$ cat src/rtl/rom_ram_copy_engine.sv
// ROM-to-RAM block copy engine, one byte per cycle, ROM latency pipelined.
// Optional checksum output enabled by defining COPY_CHECKSUM_EN.
module rom_ram_copy_engine #(
  parameter int ADDR_W = 6,
  parameter int DATA_W = 8
) (
  input  logic              clk,
  input  logic              rst,
  input  logic              start,
  input  logic [ADDR_W-1:0] src_base,
  input  logic [ADDR_W-1:0] dst_base,
  input  logic [ADDR_W:0]   length,
  output logic              busy,
  output logic              done,
  output logic              rom_en,
  output logic [ADDR_W-1:0] rom_addr,
  input  logic [DATA_W-1:0] rom_data,
  output logic              ram_we,
  output logic [ADDR_W-1:0] ram_addr,
`ifdef COPY_CHECKSUM_EN
  output logic [DATA_W-1:0] checksum,
`endif
  output logic [DATA_W-1:0] ram_data
);

  typedef enum logic [1:0] {
    IDLE, RUN, DRAIN, FIN
  } state_t;

  localparam logic [ADDR_W:0] MAX_LEN =
    {1'b1, {ADDR_W{1'b0}}};

  state_t state, state_n;

  logic [ADDR_W:0]   len_q, len_n;
  logic [ADDR_W:0]   cnt_q, cnt_n;
  logic [ADDR_W-1:0] dst_q, dst_n;
  logic              busy_n, done_n;
  logic              rom_en_n, ram_we_n;
  logic [ADDR_W-1:0] rom_addr_n, ram_addr_n;
  logic [ADDR_W:0]   len_sat;
  logic              accept;

  assign len_sat = (length > MAX_LEN) ? MAX_LEN : length;
  assign accept  = (state == IDLE) && start;

  // ROM data lands in the same cycle as the matching write strobe
  assign ram_data = ram_we ? rom_data : '0;

  always_ff @(posedge clk) begin
    if (rst) begin
      state    <= IDLE;
      len_q    <= '0;
      cnt_q    <= '0;
      dst_q    <= '0;
      busy     <= 1'b0;
      done     <= 1'b0;
      rom_en   <= 1'b0;
      rom_addr <= '0;
      ram_we   <= 1'b0;
      ram_addr <= '0;
    end else begin
      state    <= state_n;
      len_q    <= len_n;
      cnt_q    <= cnt_n;
      dst_q    <= dst_n;
      busy     <= busy_n;
      done     <= done_n;
      rom_en   <= rom_en_n;
      rom_addr <= rom_addr_n;
      ram_we   <= ram_we_n;
      ram_addr <= ram_addr_n;
    end
  end

  always_comb begin
    state_n = state;
    unique case (state)
      IDLE:
        if (start)
          state_n = (len_sat == '0) ? FIN : RUN;
      RUN:
        if (cnt_q == len_q)
          state_n = DRAIN;
      DRAIN: state_n = FIN;
      FIN:   state_n = IDLE;
    endcase
  end

  always_comb begin
    len_n      = len_q;
    cnt_n      = cnt_q;
    dst_n      = dst_q;
    busy_n     = busy;
    done_n     = 1'b0;
    rom_en_n   = rom_en;
    rom_addr_n = rom_addr;
    ram_we_n   = ram_we;
    ram_addr_n = ram_addr;
    unique case (state)
      IDLE: begin
        if (start) begin
          len_n      = len_sat;
          dst_n      = dst_base;
          rom_addr_n = src_base;
          cnt_n      = '0;
          if (len_sat == '0) begin
            done_n = 1'b1;
          end else begin
            busy_n   = 1'b1;
            rom_en_n = 1'b1;
            cnt_n    = 1;
          end
        end
      end
      RUN: begin
        // each issued read becomes a write one cycle later
        ram_we_n   = 1'b1;
        ram_addr_n = ram_we ? ram_addr + 1'b1 : dst_q;
        if (cnt_q == len_q) begin
          rom_en_n = 1'b0;
        end else begin
          rom_addr_n = rom_addr + 1'b1;
          cnt_n      = cnt_q + 1'b1;
        end
      end
      DRAIN: begin
        ram_we_n = 1'b0;
        busy_n   = 1'b0;
        done_n   = 1'b1;
      end
      FIN: begin
        busy_n = 1'b0;
      end
    endcase
  end

`ifdef COPY_CHECKSUM_EN
  always_ff @(posedge clk) begin
    if (rst || accept)
      checksum <= '0;
    else if (ram_we)
      checksum <= checksum + rom_data;
  end
`else
  logic unused_accept;
  assign unused_accept = accept;
`endif

endmodule
$ cat config.mk
export PLATFORM = sky130hd
export DESIGN_NAME = rom_ram_copy_engine
export DESIGN_NICKNAME = d
export VERILOG_FILES = /design/src/rtl/rom_ram_copy_engine.sv
export SDC_FILE = /design/constraint.sdc
export NUM_CORES = 1
export LEC_CHECK = 0
export CORE_AREA = 2 2 81 83
export CTS_CLUSTER_DIAMETER = 80
export CTS_CLUSTER_SIZE = 8
export DETAILED_ROUTE_END_ITERATION = 16
export DIE_AREA = 0 0 83 85
export HOLD_SLACK_MARGIN = 0.08
export PLACE_DENSITY_LB_ADDON = 0.3
export SETUP_SLACK_MARGIN = 0.5
export SLEW_MARGIN = 30
export SYNTH_ARGS = -nofsm -noshare
export SYNTH_HDL_FRONTEND = slang
export SYNTH_SLANG_ARGS = --single-unit
$ cat constraint.sdc
create_clock -name clk -period 1.77 [get_ports clk]
set_input_delay 0.4425 -clock clk [delete_from_list [all_inputs] [get_ports clk]]
set_output_delay 0.4425 -clock clk [all_outputs]
set_load 0.02 [all_outputs]
After elaboration in Yosys (flattened, before gate mapping)
Cells that the tools add are included.
{"block": "word_totals", "regBits": 38, "output_inout_bits": 24, "elab_cells": 56}
{"block": "classes", "n_addsub": 3, "order_cmp": 1, "eq_ne": 8, "n_mux": 23, "n_reduce_logical": 11}
{"cell": "$mux W7", "n": 3}
{"cell": "$mux W6", "n": 3}
{"cell": "$pmux W7 S2", "n": 1}
{"cell": "$add A6 B1 Y6 const B", "n": 2}
{"cell": "$pmux W6 S2", "n": 1}
{"cell": "$mux W8", "n": 1}
{"cell": "$ne A2 B2 Y1 const B", "n": 4}
{"cell": "$pmux W1 S2", "n": 4}
{"cell": "$pmux W2 S4", "n": 1}
{"cell": "$add A7 B1 Y7 const B", "n": 1}
{"cell": "$eq A7 B7 Y1", "n": 1}
{"cell": "$gt A7 B7 Y1 const B", "n": 1}
{"cell": "$logic_not A7 Y1", "n": 1}
{"cell": "$mux W1", "n": 6}
{"cell": "$mux W2", "n": 3}
{"cell": "$reduce_and A3 Y1", "n": 2}
{"cell": "$reduce_bool A2 Y1", "n": 3}
{"cell": "$eq A2 B2 Y1 const B", "n": 2}
{"cell": "$reduce_and A2 Y1", "n": 2}
{"cell": "$reduce_and A4 Y1", "n": 1}
{"cell": "$eq A2 B1 Y1 const B", "n": 1}
{"cell": "$logic_not A2 Y1", "n": 1}
{"cell": "$reduce_or A2 Y1", "n": 1}

Longest topological paths before layout
{"block": "depth", "ltp_word": 6, "ltp_mapped": 9}

Worst setup path after synthesis
No wires, ideal clock.
{"block": "synth_path", "path_kind": "input port to flip-flop", "from": "input length[6]", "to": "register state[1]", "setup_time_ps": 70, "t_arrival_ps": 1794, "setup_slack_ps": -94, "cell_stages": 6, "cell_sequence": "buf_6 or4_4 nor4_4 mux2i_1 or3_1 a21oi_1"}
{"block": "synth_via", "elab_chain_len": 6}
{"element": "start: declaration", "line": "12", "text": "input logic [ADDR_W:0] length,"}
{"element": "$gt A7 B7 Y1", "line": "44", "text": "assign len_sat = (length > MAX_LEN) ? MAX_LEN : length;"}
{"element": "$mux W7 *", "line": "44"}
{"element": "$logic_not A7 Y1 *", "line": "81", "text": "state_n = (len_sat == '0) ? FIN : RUN;"}
{"element": "$mux W2 *", "line": "81"}
{"element": "$mux W2 *", "line": "80", "text": "if (start)"}
{"element": "$pmux W2 S4 *", "line": "78", "text": "unique case (state)"}
{"element": "end signal: assignment", "line": "63", "text": "state <= state_n;"}
{"element": "end: declaration", "line": "33", "text": "state_t state, state_n;"}
Mark *: on every way between the ends. The rest lies on a longest branch, timed or not. The select of a mux whose other input is x is not followed.
A chain may end at the register's enable or synchronous reset.

Worst setup path in the final report
{"block": "layout_path", "from": "register cnt_q[3]", "to": "register state[1]"}
{"block": "layout_via", "elab_chain_len": 3}
{"element": "start: declaration", "line": "36", "text": "logic [ADDR_W:0] cnt_q, cnt_n;"}
{"element": "start signal: assignment", "line": "65", "text": "cnt_q <= cnt_n;"}
{"element": "$eq A7 B7 Y1", "line": "83", "text": "if (cnt_q == len_q)"}
{"element": "$ne A2 B2 Y1 (no line)"}
{"element": "$reduce_and A2 Y1 (no line)"}
Every way passes these cells.

==> results.md <==
- Port Buf Inserts: 53
- DIE AREA: 7060 sq um
- Fill cells: 572
- Diodes inserted: 0
- CTS Hold Bufs: 0
- CP startpoint: cnt_q[3]
- Area growth from synthesis to layout: 59.9%
- Global-route usage over all layers: 16.4%
- Pin count of the biggest net entering global routing: 30
- Initial cell density of the core: 33.5%
- PD cells: around 1400 nW/um^2
- Worst flop-to-flop path startpoint: cnt_q[3]
- GR Overflow Total: 0
- Post-synthesis register bit count: 38
- Power share of the clock group: around 17%
- Skew-Pair Late Insertion Delay: 290 ps
- Drt pass-1 iters: 4
- Fmax: 608 MHz
- Worst slew pin tran: 493 ps
- Core footprint: 6200 sq um
- Crit. End Element: register
- Syn. warnings: 0
- WP data required: around 2000 ps
- Die Width: 83 microns
- Setup TNS: 0 ps
- Post-synth top area cell: dfxtp_1
- Tmin final: between 1500 and 2000 ps
- Syn_area_per_cell: 8.19 sq um
- Final setup fails: 0
- Clock sinks: 38
- Count of cell types in the netlist: 45
- Min-delay worst type: reg2reg
- Detailed placer's ending HPWL: 4030 microns
- Post-route cell area: 3330 sq um
- Final nets: 375
- Initial antenna violation count: 0
- RSZ-0062 raised after global routing: true
- Root Buffer: clkbuf_8
- Via Count: 2089
- Vias in the first global route: 2018
- Slew HR: 67.0%
- Gpl congestion: about 0.9
- VDD IR max: 0.703 mV
- Sequential share of power: 27.7%
- Hold path startpoint: dst_q[1]
- Critical path class: reg2reg
- Switching part of the total power: 39.7%
- Gate power share: 55.2%
- Ratio of cells with drive above 1 in the final layout: a little over two fifths
- WP data arrival: between 1500 and 2000 ps
- Crit-path max FO: 4
- Cell Area, Placed: 2950 sq um
- Post-synth top area share: 36.6%
- H-tree depth reported by CTS: 2
- Most frequent cell after synthesis: dfxtp_1
- Worst Skew: 4.01 ps
- First-pass GRT wire length: 9530 microns
- Placed cell count: 398
- Worst-path clk slew: 80 ps
- Asr flop ratio synth: 0%
- Final WL: 5720 microns
- Leak pwr: between 1 and 1.5 nW
- Post-DRT Antenna Nets: 0
- # DRC: 0
- MaxCap Viol Count: 0
- Fin crit share: approximately 93%
- CTS Buf Count: 5
- Post-Syn Instances: 254
- Wire length per cell: 13.8 microns
- Outcome: completed
- Non-filler cells in the finished layout: 415
- I/O pins: 54
- Final hold vios: 0
- Synth Flop Type: dfxtp_1
- FP Rows: 29
- Clk buf depth: 2
- P_sw: between 0.0015 and 0.002 W
- CP startpoint kind: register
- Syn nets: between 200 and 300
- Register area share after synthesis: 36.6%
- P_int: 0.00272 W
- Most area-consuming cells after synthesis: dfxtp_1 (37%), nand2_1 (5.6%), a21oi_1 (5.5%)
- Die height: 85 microns
- Synth top cells by count: dfxtp_1 (38), nand2_1 (31), nor2_1 (30)
- Iter 0 DRT Violations: 69
- Post-synth EDFFs: 0
- Synth Cell Area: 2080 sq um
- Via density: 5.03
- CTS tree: built
- Fin. max-slew vios: 0
[metrics by stage]
step	util (%)	hold WS, ps	total power [W]	setup slack [ps]
final	53.6	454	0.00451	126
after global placement	47.5	446	0.00330	-516
after detailed placement	47.5	447	0.00334	-532
after global routing	53.6	481	0.00481	46.6
after CTS	51.0	458	0.00428	40.8
after floorplan	-	436	0.00257	-90.4
[sequential cells by signal (all words and copies together) (netlist names)]
name / cells
done: 1
busy: 1
rom_en: 1
rom_addr: 6
ram_we: 1
len_q: 7
state: 2
dst_q: 6
cnt_q: 7
ram_addr: 6
[power by group through the flow]
stage	sequential, W	combinational (W)	clock, W
floorplan	0.00131	0.00126	0
CTS	0.00123	0.00226	0.000787
detailed placement	0.00122	0.00212	0
global route	0.00128	0.00270	0.000831
global placement	0.00121	0.00209	0
finish	0.00125	0.00249	0.000770
[cells in the final DEF, fill, tap and decap left out, drive strengths merged, types with 6 or more instances in the layout]
cell type and instances:
nand2 31, inv 6, and2 10, o21ai 9, nor3b 7, dfxtp 38
clkdlybuf4s50 12, nor2 30, a22oi 7, mux2i 9, a21oi 23, dlygate4sd2 12
xor2 7, a211oi 6, nand3 7, buf 65, ha 7, clkbuf 6
[worst max-delay path, cell delays in order, from the launching register on]
cell      delay (ps)
dfxtp_4          360
xor2_2           190
nor4_4           340
buf_4            220
a21boi_4          60
or3_1            300
a21oi_1          110
[final cells by class]
cell class                 count  area [sq um]  share of cell area, %
multi-input combinational    194          1440                   43.4
tap                           77          96.3                   2.90
clock buffer                   6          82.6                   2.48
clock inverter                 1          30.0                  0.903
inverter                       7          35.0                   1.05
sequential                    38           800                   24.0
timing repair buffer          92           838                   25.2
[logic make-up after synthesis]
group	synth area share, %
mux	5.42
compound gates	19.6
buf+inv	4.39
xor+xnor	4.63
flops	36.6
simple gates	25.2
fa+ha+maj	4.21
[path summary, 6_finish.rpt]
| check | endpoint | slack, ps | depth (start not counted) |
|---|---|---|---|
| min reg2reg | dst_q[1] | 450 | 2 |
| max | state[1] | 130 | 6 |
| max reg2reg | state[1] | 130 | 6 |
| min | dst_q[1] | 450 | 2 |
[layer usage]
layer	vias to the layer above	GRT usage, %	wire [microns]
li1	1065	-	-
met3	8	4.47	258
met4	0	5.66	60
met5	-	0	0
met1	962	21.2	2590
met2	54	26.5	2820
[timing repair]
item	in CTS	in global routing
pin swaps	13	7
gates resized for setup	187	36
setup endpoints to repair	62	58
buffers inserted	4	6
No activity file was read; power rests on OpenSTA's default activity.
